**config.mk**
```make
export PLATFORM = sky130hd
export DESIGN_NAME = falafel_output_packer
export DESIGN_NICKNAME = d
export VERILOG_FILES = /design/src/rtl/falafel_pkg.sv /design/src/rtl/falafel_fifo.sv /design/src/rtl/falafel_output_packer.sv
export SDC_FILE = /design/constraint.sdc
export NUM_CORES = 1
export LEC_CHECK = 0
export ABC_CLOCK_PERIOD_IN_PS = 6450
export CORE_ASPECT_RATIO = 1.25
export CORE_MARGIN = 3
export CORE_UTILIZATION = 45
export DETAILED_ROUTE_END_ITERATION = 16
export PLACE_DENSITY = 0.69
export SLEW_MARGIN = 10
export SYNTH_ARGS = -nofsm -noshare
export SYNTH_HDL_FRONTEND = slang
export SYNTH_SLANG_ARGS = --single-unit
```
**constraint.sdc**
```tcl
create_clock -name clk_i -period 6.45 [get_ports clk_i]
set_input_delay 0.645 -clock clk_i [delete_from_list [all_inputs] [get_ports clk_i]]
set_output_delay 0.645 -clock clk_i [all_outputs]
set_load 0.01 [all_outputs]
```
**src/rtl/falafel_pkg.sv**
```systemverilog
// Shared widths, opcodes and message layouts for the falafel allocator blocks.
package falafel_pkg;

  localparam int DATA_W      = 32;
  localparam int MSG_ID_SIZE = 8;
  localparam int OPCODE_W    = 4;

  // Request/response opcodes carried in the header word.
  typedef enum logic [OPCODE_W-1:0] {
    REQ_NOP             = 4'd0,
    REQ_ALLOC_MEM       = 4'd1,
    REQ_FREE_MEM        = 4'd2,
    REQ_ACCESS_REGISTER = 4'd3
  } opcode_e;

  // Header word: opcode in the top bits, then the message id, rest reserved.
  typedef struct packed {
    opcode_e                                opcode;
    logic [MSG_ID_SIZE-1:0]                 id;
    logic [DATA_W-OPCODE_W-MSG_ID_SIZE-1:0] rsvd;
  } base_header_t;

  // One buffered response: message id plus its result word.
  typedef struct packed {
    logic [MSG_ID_SIZE-1:0] id;
    logic [DATA_W-1:0]      data;
  } alloc_entry_t;

endpackage

```
**src/rtl/falafel_fifo.sv**
```systemverilog
// Small synchronous FIFO with a combinational head output. A push and a pop
// in the same cycle both take effect; pushes are ignored while full.
module falafel_fifo #(
  parameter int DATA_W      = 32,
  parameter int NUM_ENTRIES = 2
) (
  input  logic              clk_i,
  input  logic              rst_ni,
  input  logic              push_i,
  input  logic [DATA_W-1:0] data_i,
  input  logic              pop_i,
  output logic [DATA_W-1:0] data_o,
  output logic              full_o,
  output logic              empty_o
);

  localparam int PTR_W = (NUM_ENTRIES > 1) ? $clog2(NUM_ENTRIES) : 1;
  localparam int CNT_W = $clog2(NUM_ENTRIES + 1);
  localparam logic [PTR_W-1:0] LAST_PTR = PTR_W'(NUM_ENTRIES - 1);
  localparam logic [CNT_W-1:0] FULL_CNT = CNT_W'(NUM_ENTRIES);

  logic [DATA_W-1:0] r_mem [NUM_ENTRIES];
  logic [PTR_W-1:0]  r_rdPtr;
  logic [PTR_W-1:0]  r_wrPtr;
  logic [CNT_W-1:0]  r_count;
  logic              w_doPush;
  logic              w_doPop;

  assign full_o   = (r_count == FULL_CNT);
  assign empty_o  = (r_count == '0);
  assign w_doPush = push_i && !full_o;
  assign w_doPop  = pop_i && !empty_o;
  assign data_o   = r_mem[r_rdPtr];

  // Storage is not reset; the occupancy count decides what is valid.
  always_ff @(posedge clk_i) begin
    if (w_doPush) begin
      r_mem[r_wrPtr] <= data_i;
    end
  end

  // Pointers and occupancy, cleared by the synchronous reset.
  always_ff @(posedge clk_i) begin
    if (!rst_ni) begin
      r_rdPtr <= '0;
      r_wrPtr <= '0;
      r_count <= '0;
    end else begin
      if (w_doPush) begin
        r_wrPtr <= (r_wrPtr == LAST_PTR) ? '0 : r_wrPtr + 1'b1;
      end
      if (w_doPop) begin
        r_rdPtr <= (r_rdPtr == LAST_PTR) ? '0 : r_rdPtr + 1'b1;
      end
      case ({w_doPush, w_doPop})
        2'b10:   r_count <= r_count + CNT_W'(1);
        2'b01:   r_count <= r_count - CNT_W'(1);
        default: r_count <= r_count;
      endcase
    end
  end

endmodule

```
**src/rtl/falafel_output_packer.sv**
```systemverilog
// Buffers alloc/free/config responses in per-channel FIFOs and serialises each
// one as a header word followed by a data word, arbitrating round-robin.
module falafel_output_packer
  import falafel_pkg::*;
#(
  parameter int NUM_FIFO_ENTRIES = 2
) (
  input  logic              clk_i,
  input  logic              rst_ni,
  input  logic              alloc_rsp_val_i,
  output logic              alloc_rsp_rdy_o,
  input  alloc_entry_t      alloc_rsp_data_i,
  input  logic              free_rsp_val_i,
  output logic              free_rsp_rdy_o,
  input  alloc_entry_t      free_rsp_data_i,
  input  logic              config_rsp_val_i,
  output logic              config_rsp_rdy_o,
  input  alloc_entry_t      config_rsp_data_i,
  output logic              rsp_val_o,
  input  logic              rsp_rdy_i,
  output logic [DATA_W-1:0] rsp_data_o
);

  localparam int NUM_CH  = 3;
  localparam int ENTRY_W = MSG_ID_SIZE + DATA_W;

  typedef enum logic [1:0] {
    STATE_IDLE,
    STATE_SEND_HEADER,
    STATE_SEND_DATA
  } state_e;

  state_e              r_state;
  state_e              w_nextState;
  logic [1:0]          rr_q;
  logic [1:0]          grant_q;
  logic [1:0]          w_nextRr;
  logic [1:0]          w_nextGrant;
  logic [1:0]          w_pick;
  logic [NUM_CH-1:0]   w_inVal;
  logic [ENTRY_W-1:0]  w_inData [NUM_CH];
  logic [NUM_CH-1:0]   w_full;
  logic [NUM_CH-1:0]   w_empty;
  logic [NUM_CH-1:0]   w_pop;
  logic [ENTRY_W-1:0]  w_head [NUM_CH];
  alloc_entry_t        w_grantHead;
  opcode_e             w_grantOp;
  base_header_t        w_header;

  assign w_inVal     = {config_rsp_val_i, free_rsp_val_i, alloc_rsp_val_i};
  assign w_inData[0] = alloc_rsp_data_i;
  assign w_inData[1] = free_rsp_data_i;
  assign w_inData[2] = config_rsp_data_i;

  assign alloc_rsp_rdy_o  = ~w_full[0];
  assign free_rsp_rdy_o   = ~w_full[1];
  assign config_rsp_rdy_o = ~w_full[2];

  for (genvar g = 0; g < NUM_CH; g++) begin : g_fifo
    falafel_fifo #(
      .DATA_W      (ENTRY_W),
      .NUM_ENTRIES (NUM_FIFO_ENTRIES)
    ) u_fifo (
      .clk_i   (clk_i),
      .rst_ni  (rst_ni),
      .push_i  (w_inVal[g] && !w_full[g]),
      .data_i  (w_inData[g]),
      .pop_i   (w_pop[g]),
      .data_o  (w_head[g]),
      .full_o  (w_full[g]),
      .empty_o (w_empty[g])
    );
  end

  // Round-robin pick: first non-empty channel starting from rr_q, wrapping.
  always_comb begin
    w_pick = 2'd0;
    case (rr_q)
      2'd1: begin
        if (!w_empty[1])      w_pick = 2'd1;
        else if (!w_empty[2]) w_pick = 2'd2;
        else                  w_pick = 2'd0;
      end
      2'd2: begin
        if (!w_empty[2])      w_pick = 2'd2;
        else if (!w_empty[0]) w_pick = 2'd0;
        else                  w_pick = 2'd1;
      end
      default: begin
        if (!w_empty[0])      w_pick = 2'd0;
        else if (!w_empty[1]) w_pick = 2'd1;
        else                  w_pick = 2'd2;
      end
    endcase
  end

  // Head entry and opcode of the granted channel; stable until it is popped.
  always_comb begin
    w_grantHead = w_head[0];
    w_grantOp   = REQ_ALLOC_MEM;
    case (grant_q)
      2'd1: begin
        w_grantHead = w_head[1];
        w_grantOp   = REQ_FREE_MEM;
      end
      2'd2: begin
        w_grantHead = w_head[2];
        w_grantOp   = REQ_ACCESS_REGISTER;
      end
      default: begin
        w_grantHead = w_head[0];
        w_grantOp   = REQ_ALLOC_MEM;
      end
    endcase
    w_header        = '0;
    w_header.opcode = w_grantOp;
    w_header.id     = w_grantHead.id;
  end

  // Next-state, grant and output logic of the two-word serialiser.
  always_comb begin
    w_nextState = r_state;
    w_nextGrant = grant_q;
    w_nextRr    = rr_q;
    w_pop       = '0;
    rsp_val_o   = 1'b0;
    rsp_data_o  = '0;
    case (r_state)
      STATE_IDLE: begin
        if (|(~w_empty)) begin
          w_nextGrant = w_pick;
          w_nextState = STATE_SEND_HEADER;
        end
      end
      STATE_SEND_HEADER: begin
        rsp_val_o  = 1'b1;
        rsp_data_o = w_header;
        if (rsp_rdy_i) begin
          w_nextState = STATE_SEND_DATA;
        end
      end
      STATE_SEND_DATA: begin
        rsp_val_o  = 1'b1;
        rsp_data_o = w_grantHead.data;
        if (rsp_rdy_i) begin
          w_pop[grant_q] = 1'b1;
          w_nextRr       = (grant_q == 2'd2) ? 2'd0 : grant_q + 2'd1;
          w_nextState    = STATE_IDLE;
        end
      end
      default: begin
        w_nextState = STATE_IDLE;
      end
    endcase
  end

  // State, grant and round-robin pointer registers.
  always_ff @(posedge clk_i) begin
    if (!rst_ni) begin
      r_state <= STATE_IDLE;
      rr_q    <= 2'd0;
      grant_q <= 2'd0;
    end else begin
      r_state <= w_nextState;
      rr_q    <= w_nextRr;
      grant_q <= w_nextGrant;
    end
  end

endmodule

```
==> results of run 1 <==
-- area by class of cell --
type,count,area (um^2)
clock inverter,15,158
sequential,261,7630
antenna,2,5.00
multi-input combinational,343,2670
tap,288,360
fill,1764,9810
clock buffer,32,704
inverter,9,33.8
timing repair buffer,168,1660
-- power groups by stage --
stage / Combinational, uW / Sequential (uW) / Clock, uW
after floorplan: 546 / 2090 / 0
after global placement: 886 / 2090 / 0
after detailed placement: 908 / 2100 / 0
after CTS: 912 / 2070 / 1530
after global routing: 996 / 2080 / 1600
final: 898 / 2070 / 1500
-- cells in the final DEF (no fill, tap or decap), types with 6 or more instances in the layout --
cell,netlist,layout
clkbuf_16,0,27
o22ai_1,32,32
buf_4,3,7
a211oi_1,22,22
a21oi_1,13,13
nand2_1,16,16
edfxtp_1,240,240
nand3_1,9,9
and2_1,10,10
mux2i_1,118,118
xnor2_1,10,10
nor2_1,34,31
o221ai_1,9,9
ha_1,15,15
o21ai_0,15,15
dfxtp_1,21,18
clkdlybuf4s50_1,0,161
inv_1,6,6
-- state kept, by name, indices dropped and copies added (netlist names), named ones only --
name                   flops
g_fifo.u_fifo.r_rdPtr      3
g_fifo.u_fifo.r_mem      240
r_state                    2
g_fifo.u_fifo.r_wrPtr      3
grant_q                    2
rr_q                       2
g_fifo.u_fifo.r_count      6
-- final timing paths --
path / startpoint / to / slack, ns / cells past startpoint
hold / removal: r_state[0] / r_state[0] / 0.50 / 2
hold reg to reg: r_state[0] / r_state[0] / 0.50 / 2
setup reg to reg: g_fifo[1].u_fifo.r_count[0] / g_fifo[1].u_fifo.r_mem[0][35] / 4.26 / 4
setup / recovery: grant_q[0] / rsp_data_o[4] / 2.44 / 6
-- worst register-to-register path, cell delays in order (launching register included) --
cell and delay, ns:
dfxtp_1 0.42, nand2b_1 0.21, nand2_1 0.16, nor2_4 0.51
buf_4 0.50
-- per-stage QoR --
step	instances	hold slack [ns]	utilization	power (uW)	setup WS (ns)
2_1_floorplan	647	0.453	-	2640	3.59
3_3_place_gp	1069	0.466	0.536	2980	3.11
3_5_place_dp	1069	0.482	0.536	3010	2.97
4_1_cts	1116	0.489	0.574	4510	2.42
5_1_grt	1118	0.524	0.574	4680	2.15
6_report	1118	0.495	0.574	4470	2.44
-- metal layers --
metal / wire length [um] / track usage / share of wire / vias up
li1: - / - / - / 2855
met2: 12800 / 0.345 / 0.54 / 169
met5: 0 / 0 / 0 / -
met1: 9350 / 0.225 / 0.39 / 2983
met4: 569 / 0.0539 / 0.024 / 0
met3: 1220 / 0.0305 / 0.051 / 40
-- cells by family (layout without fill, tap and decap cells) --
logic type / after synthesis / in the layout / share of synthesized area
compound gates: 110 / 110 / 0.0695
fa+ha+maj: 15 / 15 / 0.0178
simple gates: 86 / 86 / 0.0393
flops: 261 / 261 / 0.724
xor+xnor: 12 / 12 / 0.00997
buf+inv: 43 / 224 / 0.0255
other cells: 0 / 2 / 0
mux: 120 / 120 / 0.114
==> impl_metrics.csv, run 1 <==
group,metric,value,unit
outcome,outcome,"finished clean",
yosys,ys_ff_latch,261,
route,firstDrtPassIters,4,
yosys,synth_edf_count,240,
setup_path,critPathMaxStageDelay,0.81,ns
global_route,grt_pass1_vias,6536,
sta,drv_slew,0,
global_route,grt_overflow,0,
sta,finalSetupTns,0,ns
sta,hold_viol_final,0,
yosys,synth_cell_type_count,40,
clock_tree,cts-root-buf,"clkbuf_16",
power,swShare,0.274,
yosys,yosysMostFrequentCell,"edfxtp_1",
layout,nets,950,
sta,fmax,250,MHz
clock_tree,cts_tree,"done",
run,cap_violations,0,
setup_path,cp-end-kind,"output port",
route,ant_nets,0,
placed_design,placed_cell_area,12400,um^2
die,rows,62,
placed_design,dp_hpwl,15900,um
global_route,antenna_found_initial,2,
route,first_iter_violations,391,
yosys,syn-cell-area,10500,um^2
route,routed_wl,24000,um
setup_path,cp_data_required_time,5.80,ns
clock_tree,h-tree-depth,1,
clock_tree,clk_latency,0.52,ns
route,num_vias,6047,
yosys,synth_fp_nets,788,
layout,syn_to_final_growth,25.5,%
yosys,synth_seq_area_share,0.724,
setup_path,path_class,"register to output port",
die,initial_core_util,0.457,
setup_path,timing.critical_path.fanout_max,60,
yosys,yosysTopAreaCellShare,0.684,
power,p_leak,0.00421,uW
route,drcViolationCount,0,
layout,final_area,13200,um^2
setup_path,start_kind,"register",
yosys,synth_area_leaders,"edfxtp_1 68%, mux2i_1 11%, dfxtp_1 4.0%",
yosys,synth_warnings,0,
clock_tree,cts.clk_slew.worst_paths,0.06,ns
power,internal-power,3240,uW
die,fp.dieH,177,um
sta,rsz0062_at_grt,"no",
sta,finalCriticalPeriod,4.01,ns
yosys,synthArstFlopShare,0,
power,vdd.ir_drop.worst,196,uV
power,power.share.sequential,0.463,
placed_design,gp_congestion,0.810,
global_route,grt_pass1_wl,36100,um
route,wl_per_cell,21.5,um
clock_tree,cts_resized,0,
sta,relSlewSlack,0.231,
setup_path,crit_family,"buffers and inverters",
global_route,grt_start_max_net_pins,61,
placed_design,port_buffers,161,
setup_path,cp_num_buf_inv,3,
sta,worst_pin_slew,1.15,ns
setup_path,cp.arrival,3.36,ns
power,p_comb_frac,0.201,
global_route,grtUsageTotal,0.188,
yosys,ys_top_cells_by_count,"240 x edfxtp_1, 118 x mux2i_1, 34 x nor2_1",
clock_tree,cts_hold_buf,0,
setup_path,crit_chain,"inv_1 -> ha_1 -> inv_2 -> nor2_1 -> a211oi_1 -> clkdlybuf4s50_1",
power,power_density,338,nW/um^2
sta,setup_viol_count_final,0,
yosys,yosysTopAreaCell,"edfxtp_1",
clock_tree,clock_path_buffers,3,
setup_path,cpMaxStageDelayCell,"inv_2",
die,die_x,143,um
route,avgViaCountPerCell,5.41,
layout,layout-drive-gt1-share,0.0773,
sta,fin_skew,0.0182,ns
clock_tree,clock-sinks,261,
sta,min_period_over_period,0.621,
power,power.switching,1220,uW
yosys,ys.flop_type,"edfxtp_1",
die,fp.coreArea,23000,um^2
power,clockPowerShare,0.336,
yosys,synth.avg_cell_area,16.3,um^2
yosys,postSynthCellCount,647,
die,num_io_pins,162,
worst_hold_path,hp-class,"register to register",
clock_tree,cts-buffers-inserted,26,
clock_tree,postCtsSetupBuffers,0,
die,dieArea,25300,um^2
(Power assumes the default switching activity.)
==> inputs of run 2 (changes only) <==
--- a/config.mk
+++ b/config.mk
@@ -5,12 +5,12 @@
 export SDC_FILE = /design/constraint.sdc
 export NUM_CORES = 1
 export LEC_CHECK = 0
-export ABC_CLOCK_PERIOD_IN_PS = 6450
+export ABC_CLOCK_PERIOD_IN_PS = 3500
 export CORE_ASPECT_RATIO = 1.25
 export CORE_MARGIN = 3
 export CORE_UTILIZATION = 45
 export DETAILED_ROUTE_END_ITERATION = 16
-export PLACE_DENSITY = 0.69
+export PLACE_DENSITY = 0.71
 export SLEW_MARGIN = 10
 export SYNTH_ARGS = -nofsm -noshare
 export SYNTH_HDL_FRONTEND = slang
==> constraint.sdc (replaced) <==
create_clock -name clk_i -period 3.5 [get_ports clk_i]
set_input_delay 0.35 -clock clk_i [delete_from_list [all_inputs] [get_ports clk_i]]
set_output_delay 0.35 -clock clk_i [all_outputs]
set_load 0.01 [all_outputs]
==> run 2 against run 1 <==
  * Register-to-register slack got worse by 2.8 ns
  * Total power increased by 80%
  * Critical path depth increased by 1
  * Clock-buffer cell count unchanged
  * Largest cell class unchanged
==> impl_metrics.csv, run 2 (synthesis gave the netlist of run 1 again) <==
group,metric,value,unit
clock_tree,cts_tree,"done",
route,num_vias,6111,
die,fp.coreArea,23000,um^2
worst_hold_path,hp-class,"input pin to register",
global_route,grt_start_max_net_pins,61,
global_route,grt_pass1_vias,6400,
layout,syn_to_final_growth,25.7,%
setup_path,cp.arrival,3.02,ns
sta,relSlewSlack,0.470,
setup_path,cp-end-kind,"output port",
clock_tree,clock_path_buffers,3,
clock_tree,cts_resized,0,
die,die_x,143,um
setup_path,cp_data_required_time,3.15,ns
sta,finalCriticalPeriod,3.37,ns
die,num_io_pins,162,
placed_design,dp_hpwl,16600,um
sta,setup_ws,0.130,ns
layout,layout-drive-gt1-share,0.0825,
power,p_leak,0.00423,uW
sta,hold_viol_final,0,
setup_path,crit_family,"buffers and inverters",
layout,largestRegisters,"g_fifo.u_fifo.r_mem: 240 flops, g_fifo.u_fifo.r_count: 6 flops",
setup_path,critPathMaxStageDelay,0.60,ns
clock_tree,clock-sinks,261,
run,cap_violations,0,
setup_path,cpMaxStageDelayCell,"inv_2",
sta,rsz0062_at_grt,"no",
setup_path,timing.critical_path.fanout_max,36,
power,power_density,606,nW/um^2
clock_tree,clk_latency,0.51,ns
sta,finalSetupTns,0,ns
sta,fin_skew,0.0169,ns
route,routed_wl,24100,um
global_route,grtUsageTotal,0.188,
clock_tree,cts-buffers-inserted,25,
setup_path,path_class,"register to output port",
global_route,grt_overflow,0,
sta,min_period_over_period,0.963,
layout,layout_commonest_cell,"edfxtp_1",
clock_tree,cts_hold_buf,0,
die,fp.dieH,177,um
setup_path,cp_num_buf_inv,3,
sta,fmax,297,MHz
die,rows,62,
route,firstDrtPassIters,5,
placed_design,place_ws,0.569,ns
setup_path,start_kind,"register",
layout,largest_reg_flops,240,
clock_tree,cts.clk_slew.worst_paths,0.06,ns
placed_design,gp_congestion,0.850,
clock_tree,cts-root-buf,"clkbuf_16",
global_route,antenna_found_initial,1,
layout,layout_common_cells,"240 x edfxtp_1, 161 x clkdlybuf4s50_1, 118 x mux2i_1",
route,drcViolationCount,0,
clock_tree,h-tree-depth,1,
layout,nets,959,
global_route,grt_pass1_wl,36000,um
power,vdd.ir_drop.worst,456,uV
setup_path,crit_chain,"inv_1 -> ha_1 -> inv_2 -> o22ai_1 -> and3_1 -> o21a_1 -> clkdlybuf4s50_1",
sta,drv_slew,0,
die,dieArea,25300,um^2
route,first_iter_violations,408,
outcome,outcome,"finished clean",
placed_design,port_buffers,161,
route,ant_nets,0,
sta,worst_pin_slew,0.794,ns
layout,regMostFlops,"g_fifo.u_fifo.r_mem",
route,avgViaCountPerCell,5.44,
clock_tree,postCtsSetupBuffers,0,
sta,setup_viol_count_final,0,
layout,nFillCells,1814,
die,initial_core_util,0.457,
route,wl_per_cell,21.4,um
layout,diodes,0,
## run 2: cell count changes in the layout (fill, tap and decap cells not counted), sizes merged
cell and change:
buf +10, bufinv -2, clkinv +1, clkinvlp -1, diode -2
## run 2: layout make-up
| cell class | count | area [um^2] | share of cell area |
|---|---|---|---|
| well taps | 288 | 360 | 0.0272 |
| repair buffers | 178 | 1800 | 0.136 |
| inverters | 9 | 36.3 | 0.00274 |
| clock inverters | 13 | 90.1 | 0.00680 |
| clock buffers | 32 | 652 | 0.0492 |
| multi-input cells | 343 | 2670 | 0.202 |
| flip-flops and latches | 261 | 7630 | 0.576 |
## run 2: final timing paths
path | start | endpoint | slack, ns | cells after the start
setup / recovery | grant_q[1] | rsp_data_o[29] | 0.13 | 7
hold / removal | free_rsp_data_i[15] | g_fifo[1].u_fifo.r_mem[1][15] | 0.42 | 1
setup reg to reg | g_fifo[0].u_fifo.r_count[0] | g_fifo[0].u_fifo.r_mem[0][2] | 1.44 | 4
hold reg to reg | r_state[0] | r_state[0] | 0.51 | 2
## run 2: per-layer routing
| metal | global-route usage | vias up | wire length [um] | part of all wire |
|---|---|---|---|---|
| li1 | - | 2864 | - | - |
| met1 | 0.236 | 3028 | 9780 | 0.41 |
| met2 | 0.338 | 179 | 12600 | 0.52 |
| met3 | 0.0300 | 38 | 1130 | 0.047 |
| met4 | 0.0507 | 2 | 536 | 0.022 |
| met5 | 0 | - | 12 | 0.00050 |
## run 2: metrics by stage
stage / std cells / area (um^2) / util / hold WS, ns / power [uW]
after global placement: 1079 / 12500 / 0.542 / 0.479 / 5600
after detailed placement: 1079 / 12500 / 0.542 / 0.483 / 5640
after global routing: 1124 / 13200 / 0.575 / 0.408 / 8390
after CTS: 1124 / 13200 / 0.575 / 0.399 / 8090
after floorplan: 647 / 10500 / - / 0.449 / 4860
final: 1124 / 13200 / 0.575 / 0.419 / 8030
## run 2: report_power, final
| group | leakage, uW | total (uW) | switching, uW | internal [uW] |
|---|---|---|---|---|
| clock network | 0.000362 | 2460 | 1070 | 1390 |
| registers | 0.00242 | 3810 | 93.8 | 3710 |
| logic | 0.00145 | 1760 | 1090 | 667 |
| total | 0.00423 | 8030 | 2260 | 5770 |
==> inputs of run 3 (changes only) <==
--- a/config.mk
+++ b/config.mk
@@ -5,6 +5,7 @@
 export SDC_FILE = /design/constraint.sdc
 export NUM_CORES = 1
 export LEC_CHECK = 0
+export ABC_AREA = 1
 export ABC_CLOCK_PERIOD_IN_PS = 3500
 export CORE_ASPECT_RATIO = 1.25
 export CORE_MARGIN = 3
==> run 3 against run 2 <==
  * Combinational power increased by 35%
  * Final cell count rose by 25%
  * Sequential power down 2%
  * Highest routed layer is now met4
  * Critical path type unchanged
  * Total power rose by 12%
  * Via count grew 22%
  * Die area increased by 2.3%
==> impl_metrics.csv, run 3 <==
group,metric,value,unit
outcome,outcome,"finished clean",
yosys,muxShareOfSynthArea,0,
route,first_iter_violations,718,
layout,layout_common_cells,"240 x edfxtp_1, 161 x clkdlybuf4s50_1, 146 x nand2_1",
die,dieArea,25900,um^2
setup_path,start_kind,"register",
yosys,syn-cell-area,10800,um^2
die,initial_core_util,0.464,
sta,finalCriticalPeriod,3.32,ns
global_route,grtUsageTotal,0.208,
die,num_io_pins,162,
placed_design,port_buffers,161,
yosys,yosysMostFrequentCell,"edfxtp_1",
placed_design,gp_congestion,0.802,
route,num_vias,7432,
yosys,synth_cell_type_count,32,
global_route,grt_start_max_net_pins,42,
setup_path,timing.critical_path.fanout_max,23,
yosys,synth_warnings,0,
power,total_power,8980,uW
yosys,synth_seq_area_share,0.707,
global_route,grt_pass1_vias,7573,
clock_tree,postCtsSetupBuffers,0,
clock_tree,cts-buffers-inserted,26,
clock_tree,clk_latency,0.52,ns
placed_design,dp_hpwl,17600,um
clock_tree,clock-sinks,261,
clock_tree,cts_hold_buf,0,
layout,layout-drive-gt1-share,0.0765,
yosys,synth_xor_area_frac,0.000812,
global_route,grt_overflow,0,
sta,setup_viol_count_final,0,
setup_path,path_class,"register to output port",
sta,min_period_over_period,0.948,
die,rows,62,
yosys,ys_top_cells_by_count,"240 x edfxtp_1, 146 x nand2_1, 95 x inv_1",
yosys,synth_fp_nets,1071,
setup_path,cp_data_required_time,3.15,ns
route,avgViaCountPerCell,5.31,
sta,relSlewSlack,0.464,
yosys,synth_top_family_by_area,"simple AND/OR/NAND/NOR gates",
clock_tree,cts.clk_slew.worst_paths,0.07,ns
setup_path,cp-end-kind,"output port",
route,wl_per_cell,19.4,um
layout,nFillCells,1890,
yosys,yosysTopAreaCellShare,0.668,
layout,largest_reg_flops,240,
sta,finalSetupTns,0,ns
run,cap_violations,0,
yosys,synth_compound_area_frac,0.0937,
route,firstDrtPassIters,5,
clock_tree,cts_tree,"done",
clock_tree,cts_resized,0,
yosys,yosysTopAreaCell,"edfxtp_1",
sta,worst_pin_slew,0.804,ns
sta,fin_skew,0.00840,ns
yosys,synth_simple_gate_area_frac,0.121,
setup_path,cp.arrival,2.97,ns
yosys,synthArstFlopShare,0,
layout,nets,1232,
clock_tree,clock_path_buffers,3,
sta,rsz0062_at_grt,"no",
power,p_leak,0.00515,uW
yosys,ys.flop_type,"edfxtp_1",
die,die_x,145,um
worst_hold_path,hp-class,"input pin to register",
die,fp.coreArea,23300,um^2
layout,largestRegisters,"g_fifo.u_fifo.r_mem: 240 flops, g_fifo.u_fifo.r_count: 6 flops",
sta,drv_slew,0,
sta,hold_viol_final,0,
global_route,antenna_found_initial,1,
yosys,synth_area_leaders,"edfxtp_1 67%, nand2_1 5.1%, dfxtp_1 3.9%",
yosys,synth_edf_count,240,
yosys,postSynthCellCount,930,
yosys,synthAdderAreaFrac,0.0174,
power,power_density,658,nW/um^2
route,drcViolationCount,0,
yosys,synth.avg_cell_area,11.6,um^2
layout,syn_to_final_growth,26.4,%
clock_tree,cts-root-buf,"clkbuf_16",
die,fp.dieH,179,um
power,vdd.ir_drop.worst,449,uV
sta,fmax,301,MHz
route,routed_wl,27200,um
layout,regMostFlops,"g_fifo.u_fifo.r_mem",
layout,layout_commonest_cell,"edfxtp_1",
clock_tree,h-tree-depth,1,
route,ant_nets,0,
global_route,grt_pass1_wl,41200,um
yosys,ys_ff_latch,261,
[run 3: cell types whose count changed after synthesis, moves of 10 or more]
cell	previous run	this run
a211oi_1	22	0
nand3_1	9	58
inv_1	6	95
o22ai_1	32	22
nand2_1	16	146
o21ai_1	1	61
buf_2	2	24
a21oi_1	13	77
mux2i_1	118	0
and2_1	10	0
nor2_1	34	72
[run 3: routing by layer]
layer / share of wire / up-vias / GRT usage
met1: 0.40 / 3572 / 0.260
li1: - / 3547 / -
met2: 0.51 / 262 / 0.369
met4: 0.028 / 0 / 0.0708
met5: 0 / - / 0
met3: 0.063 / 51 / 0.0285
[run 3: area by class of cell]
class / instances / area, um^2 / area share
Inverter: 110 / 415 / 0.0305
Clock buffer: 34 / 742 / 0.0544
Timing Repair Buffer: 177 / 1770 / 0.130
Tap cell: 288 / 360 / 0.0264
Multi-Input combinational cell: 515 / 2570 / 0.188
Antenna cell: 1 / 2.50 / 0.000183
Sequential cell: 261 / 7630 / 0.559
Clock inverter: 14 / 151 / 0.0111
[run 3: power breakdown]
part / leakage, uW / internal, uW / total [uW] / switching (uW)
registers: 0.00242 / 3670 / 3750 / 80.5
clock network: 0.000438 / 1710 / 2860 / 1140
logic: 0.00229 / 891 / 2370 / 1480
[run 3: final timing paths]
| check | start | slack, ns | depth (start not counted) | end |
|---|---|---|---|---|
| min reg2reg | g_fifo[2].u_fifo.r_rdPtr | 0.46 | 1 | register |
| max reg2reg | grant_q[1] | 1.33 | 9 | g_fifo[1].u_fifo.r_count[1] |
| max | grant_q[0] | 0.18 | 10 | rsp_data_o[28] |
| min | alloc_rsp_data_i[17] | 0.41 | 1 | g_fifo[0].u_fifo.r_mem[1][17] |
[run 3: cells by family after synthesis]
kind of cell / count (synthesis)
AOI/OAI and AO/OA: 192
xor gates and xnor gates: 1
adders and majority gates: 15
buffers and inverters: 154
DFF: 261
and+or+nand+nor: 307
[run 3: metrics by stage]
stage	area [um^2]	utilization	cells	setup WS, ns	hold slack, ns
after floorplan	10800	-	930	0.634	0.435
after global placement	12700	0.548	1351	0.755	0.440
after detailed placement	12700	0.548	1351	0.732	0.442
after CTS	13600	0.586	1399	0.151	0.385
after global routing	13600	0.586	1400	0.00474	0.393
final	13600	0.586	1400	0.183	0.408
[run 3: worst max-delay path, stage by stage, from the launching register on]
cell,delay [ns]
dfxtp_1,0.38
inv_1,0.11
ha_2,0.45
inv_2,0.17
buf_4,0.27
nand3_1,0.12
nand2_1,0.05
clkinv_1,0.06
nand2_1,0.04
a21oi_1,0.20
clkdlybuf4s50_1,0.59
